## src/rtl/halut_decoder.sv

```systemverilog
// -----------------------------------------------------------------------------
// halut_decoder
//
// Purpose:
//   Decoder stage of a HALUT (hashed lookup-table) matrix multiply. The encoder
//   delivers one (codebook, prototype) index pair per accepted cycle. The
//   decoder reads the matching signed LUT entry and adds up C consecutive
//   entries. It emits one result per group of C inputs, two cycles after the
//   group's last input.
//
// Configuration:
//   HALUT_DECODER_SATURATE_EN - when defined, every accumulator add clamps to
//   the signed AccWidth range. When undefined, adds wrap in two's complement.
//
// Ports:
//   clk_i      - clock, all state on the rising edge
//   rst_ni     - asynchronous active-low reset (clears LUT and pipeline)
//   c_addr_i   - codebook index from the encoder
//   k_addr_i   - prototype index from the encoder
//   valid_i    - qualifies c_addr_i/k_addr_i for one cycle
//   decoder_i  - enable; low idles the block and discards in-flight work
//   waddr_i    - LUT write address {c, k}
//   wdata_i    - LUT write data (signed)
//   we_i       - LUT write enable (honoured regardless of decoder_i)
//   result_o   - signed sum of C LUT entries, held until the next result
//   valid_o    - one-cycle pulse marking a new result_o
// -----------------------------------------------------------------------------
package halut_pkg;
  localparam int unsigned K             = 16;
  localparam int unsigned C             = 4;
  localparam int unsigned DataTypeWidth = 16;
endpackage

module halut_decoder #(
  parameter  int unsigned K             = halut_pkg::K,
  parameter  int unsigned C             = halut_pkg::C,
  parameter  int unsigned DataTypeWidth = halut_pkg::DataTypeWidth,
  parameter  int unsigned AccWidth      = 32,
  localparam int unsigned TreeDepth     = $clog2(K),
  localparam int unsigned CAddrWidth    = $clog2(C),
  localparam int unsigned LutAddrWidth  = $clog2(C * K)
) (
  input  logic                            clk_i,
  input  logic                            rst_ni,
  input  logic [CAddrWidth-1:0]           c_addr_i,
  input  logic [TreeDepth-1:0]            k_addr_i,
  input  logic                            valid_i,
  input  logic                            decoder_i,
  input  logic [LutAddrWidth-1:0]         waddr_i,
  input  logic signed [DataTypeWidth-1:0] wdata_i,
  input  logic                            we_i,
  output logic signed [AccWidth-1:0]      result_o,
  output logic                            valid_o
);

  typedef enum logic {IDLE, ACCUM} state_e;

  localparam logic [CAddrWidth-1:0] LastCnt = CAddrWidth'(C - 1);

  state_e                            state_reg, state_next;
  logic                              flush, accept;
  logic [CAddrWidth-1:0]             in_cnt_reg;
  logic                              s1_valid_reg, s1_first_reg, s1_last_reg;
  logic signed [AccWidth-1:0]        s1_entry_reg;
  logic signed [AccWidth-1:0]        acc_reg;
  logic                              s2_done_reg;
  logic signed [AccWidth-1:0]        result_reg;
  logic                              valid_reg;
  logic signed [AccWidth-1:0]        add_sum;
  logic signed [DataTypeWidth-1:0]   lut_rd_data;
  logic signed [AccWidth-1:0]        lut_rd_ext;
  logic signed [DataTypeWidth-1:0]   lut_entries [C*K];

  // LUT kept in flops: it needs an asynchronous clear and a combinational read,
  // neither of which a block RAM offers.
  genvar gi;
  generate
    for (gi = 0; gi < int'(C * K); gi++) begin : g_lut
      logic signed [DataTypeWidth-1:0] entry_reg;
      always_ff @(posedge clk_i or negedge rst_ni) begin
        if (!rst_ni) begin
          entry_reg <= '0;
        end else if (we_i && (waddr_i == LutAddrWidth'(gi))) begin
          entry_reg <= wdata_i;
        end
      end
      assign lut_entries[gi] = entry_reg;
    end
  endgenerate

  // A write in the same cycle lands at the edge, so this read sees old data.
  assign lut_rd_data = lut_entries[{c_addr_i, k_addr_i}];
  assign lut_rd_ext  = {{(AccWidth - DataTypeWidth){lut_rd_data[DataTypeWidth-1]}}, lut_rd_data};

  // FSM: the decoder only runs while decoder_i is high.
  always_comb begin
    state_next = state_reg;
    case (state_reg)
      IDLE:    if (decoder_i)  state_next = ACCUM;
      ACCUM:   if (!decoder_i) state_next = IDLE;
      default: state_next = IDLE;
    endcase
  end

  assign flush  = (state_next == IDLE);
  assign accept = (state_next == ACCUM) && valid_i;

`ifdef HALUT_DECODER_SATURATE_EN
  localparam logic signed [AccWidth-1:0] AccMax = {1'b0, {(AccWidth-1){1'b1}}};
  localparam logic signed [AccWidth-1:0] AccMin = {1'b1, {(AccWidth-1){1'b0}}};
  logic signed [AccWidth:0] add_wide;

  assign add_wide = {acc_reg[AccWidth-1], acc_reg} + {s1_entry_reg[AccWidth-1], s1_entry_reg};

  // The two top bits of the widened sum disagree only on overflow. The top
  // bit then gives the true sign, so it picks the clamp direction.
  always_comb begin
    add_sum = add_wide[AccWidth-1:0];
    if (add_wide[AccWidth] != add_wide[AccWidth-1]) begin
      add_sum = add_wide[AccWidth] ? AccMin : AccMax;
    end
  end
`else
  assign add_sum = acc_reg + s1_entry_reg;
`endif

  // Pipeline. Stage 1 latches the entry, stage 2 accumulates, and the output
  // register publishes the finished group one edge after its final add.
  always_ff @(posedge clk_i or negedge rst_ni) begin
    if (!rst_ni) begin
      state_reg    <= IDLE;
      in_cnt_reg   <= '0;
      s1_valid_reg <= 1'b0;
      s1_first_reg <= 1'b0;
      s1_last_reg  <= 1'b0;
      s1_entry_reg <= '0;
      acc_reg      <= '0;
      s2_done_reg  <= 1'b0;
      result_reg   <= '0;
      valid_reg    <= 1'b0;
    end else begin
      state_reg <= state_next;
      if (flush) begin
        // Drop the partial group and everything in flight. result_o is kept.
        in_cnt_reg   <= '0;
        s1_valid_reg <= 1'b0;
        acc_reg      <= '0;
        s2_done_reg  <= 1'b0;
        valid_reg    <= 1'b0;
      end else begin
        s1_valid_reg <= accept;
        if (accept) begin
          s1_entry_reg <= lut_rd_ext;
          s1_first_reg <= (in_cnt_reg == '0);
          s1_last_reg  <= (in_cnt_reg == LastCnt);
          in_cnt_reg   <= (in_cnt_reg == LastCnt) ? '0 : in_cnt_reg + 1'b1;
        end
        // A group's first entry replaces the accumulator. The next group can
        // therefore start right behind the previous one with no bubble.
        if (s1_valid_reg) begin
          acc_reg <= s1_first_reg ? s1_entry_reg : add_sum;
        end
        s2_done_reg <= s1_valid_reg && s1_last_reg;
        valid_reg   <= s2_done_reg;
        if (s2_done_reg) begin
          result_reg <= acc_reg;
        end
      end
    end
  end

  assign result_o = result_reg;
  assign valid_o  = valid_reg;

endmodule

```

## config.mk

```make
export PLATFORM = sky130hd
export DESIGN_NAME = halut_decoder
export DESIGN_NICKNAME = d
export VERILOG_FILES = /design/src/rtl/halut_decoder.sv
export SDC_FILE = /design/constraint.sdc
export NUM_CORES = 2
export LEC_CHECK = 0
export BUFFER_PORTS_ARGS = -buffer_cell sky130_fd_sc_hd__buf_2
export CORE_AREA = 5 5 226 392
export DETAILED_ROUTE_END_ITERATION = 16
export DIE_AREA = 0 0 231 397
export GPL_TIMING_DRIVEN = 0
export PLACE_DENSITY_LB_ADDON = 0.1
export SLEW_MARGIN = 25
export SYNTH_ARGS = -nofsm -noshare
export SYNTH_HDL_FRONTEND = slang
export SYNTH_SLANG_ARGS = --single-unit
```

## constraint.sdc

```tcl
create_clock -name clk_i -period 5.3 [get_ports clk_i]
set_input_delay 0.795 -clock clk_i [delete_from_list [all_inputs] [get_ports clk_i]]
set_output_delay 0.795 -clock clk_i [all_outputs]
set_load 0.005 [all_outputs]
```

-- After elaboration in Yosys (flattened, before gate mapping)
Cells that the tools add are included.
- bits of input ports: 33
- bits in registers: 1111
- logic and storage cells: 226
- output and inout bits: 33
- add/sub/neg operators: 2
- magnitude comparators: 1
- bitwise logic cells: 1
- muxes and demuxes: 13
- equal/unequal tests: 66
- reductions and logical operators: 70
- operators with widths (operator ; count):
    == test 6 bit (second input constant) ; 32
    binary-select mux 16 bit (select 6 bit) ; 1
    == test 6 x 5 -> 1 bit (second input constant) ; 16
    two-way mux 32 bit ; 3
    logical AND 1 bit ; 66
    == test 6 x 4 -> 1 bit (second input constant) ; 8
    adder 32 x 16 -> 32 bit ; 1
    two-way mux 16 bit ; 2
    == test 6 x 3 -> 1 bit (second input constant) ; 4
    == test 6 x 2 -> 1 bit (second input constant) ; 2
    >= comparator 7 bit (second input constant) ; 1
    inverter 6 -> 7 bit ; 1
    == test 6 x 1 -> 1 bit (second input constant) ; 1
    zero test 6 bit ; 1
    two-way mux 2 bit ; 3
    two-way mux 1 bit ; 4
    inequality test 2 x 1 -> 1 bit (second input constant) ; 2
    AND reduction 2 bit ; 2
    adder 2 x 1 -> 2 bit (second input constant) ; 1
    == test 2 bit (second input constant) ; 1
    zero test 2 bit ; 1

-- Depth between registers and ports, before layout
- depth in word-level cells: 4
- depth in mapped cells: 11

-- Worst setup path before layout
OpenSTA, ideal clock, no wires.
- path type: in2reg
- start point: input port k_addr_i[0]
- end point: register s1_entry_reg[0]
- path slack: 2.008 ns
- stages: 6
- arrival time: 3.168 ns
- path through: buf_2 buf_1 mux4_2 mux4_2 mux4_2 mux2_2
- cells in the longest elaborated chain, start to end: 4
- RTL lines (element ; RTL line ; RTL):
    start, declared ; 46 ; input logic [TreeDepth-1:0] k_addr_i,
    inverter 6 -> 7 bit (implied by the code) ; 92 ; assign lut_rd_data = lut_entries[{c_addr_i, k_addr_i}];
    binary-select mux 16 bit (select 6 bit) ; 92 ;
    two-way mux 16 bit (implied by the code) (2 in series) ; 92 ;
    end signal, assigned ; 153 ; s1_entry_reg <= lut_rd_ext;
    end, declared ; 64 ; logic signed [AccWidth-1:0] s1_entry_reg;
Every way passes these cells. The select of a mux whose other input is x is not followed.
A chain may end at the register's enable or synchronous reset.

==> impl_results.md <==
- Worst EP required: ~6.1 ns
- Detail Placement HPWL: between 100,000 and 150,000 um
- Mapped Cells: 3,234
- Final Core Density: about two thirds
- Tot Pwr: ~21,000 uW
- Crit path top cell by count: buf_16
- Row count: roughly 140
- Core box area: between 80,000 and 90,000 um^2
- Crit path DAT: approximately 4.6 ns
- Synthesized area: about 51,000 um^2
- Max VDD drop: between 0.3 and 0.4 mV
- Fraction of registers with async set or reset after synthesis: 100.0%
- Status: finished clean
- Synth unique cells: 57
- TritonRoute pass-1 iters: 6
- GPL Wtd Cong: between 0.9 and 1
- Area of the multi-input gates: between 20,000 and 25,000 um^2
- Type of element launching the critical path: primary input
- Clk buf depth: 3
- Synth Net Count: roughly 3.3k
- Port bufs: 40
- PD cells: between 300 and 400 nW/um^2
- Post-synth EDFFs: 0
- FF/Latch Area: roughly 28,000 um^2
- CP max FO: 141
- Largest net degree at the start of global routing: approximately 140
- Max Slew Vio Count: 0
- Fillcell total: ~6.0k
- Crit Path Class: in2async
- YS warnings: 0
- Num CTS Buffers: 100
- Starting Density: about three fifths
- Initial antenna violation count: 4
- Post-route minimum period: 3.779 ns
- Critical Path Slowest Stage Cell: dlygate4sd3_1
- CTS root buf: clkbuf_16
- Vias in the first global route: 33.81k
- Max reg flops: roughly 1k
- Crit-path max cell delay: 0.59 ns
- Worst Hold Path Cells: 3
- Number of routed nets with antenna violations: 0
- Worst-path clk slew: 0.06 ns
- Synthesis-to-layout area growth: 10.62%
- Post-synth top area share: 54.28%
- Top post-synthesis cells by area: dfrtp_1, mux2_2, mux4_2, clkbuf_1, ha_1
- Crit. End Element: asynchronous set/reset pin
- CTS Sinks: ~1.1k
- I/O pins: 66
- Pleak: between 0.02 and 0.03 uW
- H-tree depth: 3
- Normalized max-slew margin: between 10% and 20%
- GRT Overall Usage: approximately 34%
- RSZ-0062 raised after global routing: no
- Routed via count divided by cell count: around 6.7
- Die height: approximately 400 um
- Final #Nets: 3,454
- Finish-stage setup viols: 0
- Grt ovf: 0
- Fin crit share: between 70% and 80%
- Layout Cells excl Fill: between 4k and 5k
- Leading area contributor after synthesis: dfrtp_1
- Max-cap viol count: 0
- Worst R2R Setup Slack: around 1.5 ns
- Share of post-route cells with drive strength above 1: roughly half
- Setup TNS: 0 ns
- Full die area: ~92,000 um^2
- Clock Skew: 0.01909 ns
- Worst Hold Endpoint: in_cnt_reg[0]
- R2R cell count: 10
- DP Area: about 53,000 um^2
- Hold_sp: valid_i
- Seq/Total Area, Yosys: 54.28%
- Mean Syn Cell Area: ~16 um^2
- WL/cell: approximately 33 um
- Worst hold path class: in2reg
- Post-CTS Resized: 0
- Commonest cells after routing, fill and taps aside: dfrtp_1, mux2_2, mux4_2
- Critical path, cell by cell: dlygate4sd3_1, buf_12, buf_16, buf_16, buf_16, buf_16, buf_16
- Top FF cell, synth: dfrtp_1
- Routed WL: approximately 150,000 um
- R2r startpoint: s1_entry_reg[15]
- Reg2Reg Capture Point: acc_reg[31]
- DR DRC count: 0
- Latest clock arrival within the worst-skew pair: about 0.69 ns
- Most common cell after layout, fill and taps aside: dfrtp_1
- Chip width: around 230 um
- Inst Count DP: roughly 4.4k
- Post-synthesis register bit count: approximately 1.1k
- Drt initial violations: 2,186
- CTS tree: done
- Slew @ Worst Pin: roughly 1.2 ns
- First-pass GRT wire length: ~230,000 um
- Final hold violations: 0
- Maximum clock frequency: 264.6 MHz
- Total number of vias: between 30k and 40k
- Final instance area: ~57,000 um^2
==> how the worst max path moves through the flow <==
stage	start	endpoint	slack [ns]	depth (start not counted)
global route	rst_ni	g_lut[48].entry_reg[9]	0.98	7
global placement	rst_ni	g_lut[48].entry_reg[10]	-18.91	1
floorplan	k_addr_i[0]	s1_entry_reg[0]	2.01	6
CTS	rst_ni	g_lut[48].entry_reg[9]	1.39	7
finish	rst_ni	g_lut[37].entry_reg[9]	1.52	7
detailed placement	k_addr_i[2]	s1_entry_reg[11]	0.99	6
==> power by group <==
group | internal, uW | switching [uW] | leakage (uW)
registers | 9570 | 604 | 0.0148
clock network | 4560 | 3280 | 0.00175
logic | 1670 | 1490 | 0.00995
==> kinds of logic after synthesis <==
family / count (synthesis) / synth area share (%)
adders and majority gates: 34 / 0.8452
DFF: 1111 / 54.28
xor gates and xnor gates: 21 / 0.3591
muxes: 1419 / 38.56
and+or+nand+nor: 213 / 1.840
buffers and inverters: 298 / 2.350
AOI/OAI and AO/OA: 138 / 1.766
==> cell usage after synthesis (10+ instances only) <==
cell,n
a21o_1,12
xor2_1,11
clkbuf_1,219
dfrtp_1,1111
buf_2,17
o21ai_0,33
buf_1,37
a21oi_1,40
nor2_1,52
xnor2_1,10
inv_1,14
nand2_1,102
mux2i_1,10
mux4_2,336
ha_1,33
mux2_2,1073
==> layout make-up <==
class                      instances  share of cell area, %
sequential                      1111                  49.07
inverter                          14                0.09275
antenna                            4                0.01767
multi-input combinational       1825                  39.24
tap                             1080                  2.385
timing repair buffer              51                 0.8833
buffer                           284                  2.067
clock inverter                    46                  1.120
clock buffer                     139                  5.121
==> metal layers <==
layer / vias up / wire [um] / GRT usage (%)
met4: 0 / 13790 / 24.04
met3: 432 / 7157 / 4.955
met1: 16480 / 52230 / 38.81
li1: 12390 / - / -
met5: - / 0 / 0
met2: 1038 / 78260 / 58.32
==> worst max-delay path: cells and delay by family <==
kind	cells	cell delay, ns
buffers and inverters	7	3.34
==> stage by stage <==
step	hold slack (ns)	setup WS (ns)
3_3_place_gp	0.4809	-18.91
4_1_cts	0.4085	1.394
5_1_grt	0.4428	0.9777
6_report	0.4481	1.521
2_1_floorplan	0.4610	2.008
3_5_place_dp	0.4872	0.9899
==> repair_timing <==
item                                   in CTS  in global routing
hold buffers                                1                  0
endpoints found under the hold margin      19                  0
buffers inserted                            0                  0
No activity file was read; power rests on OpenSTA's default activity.
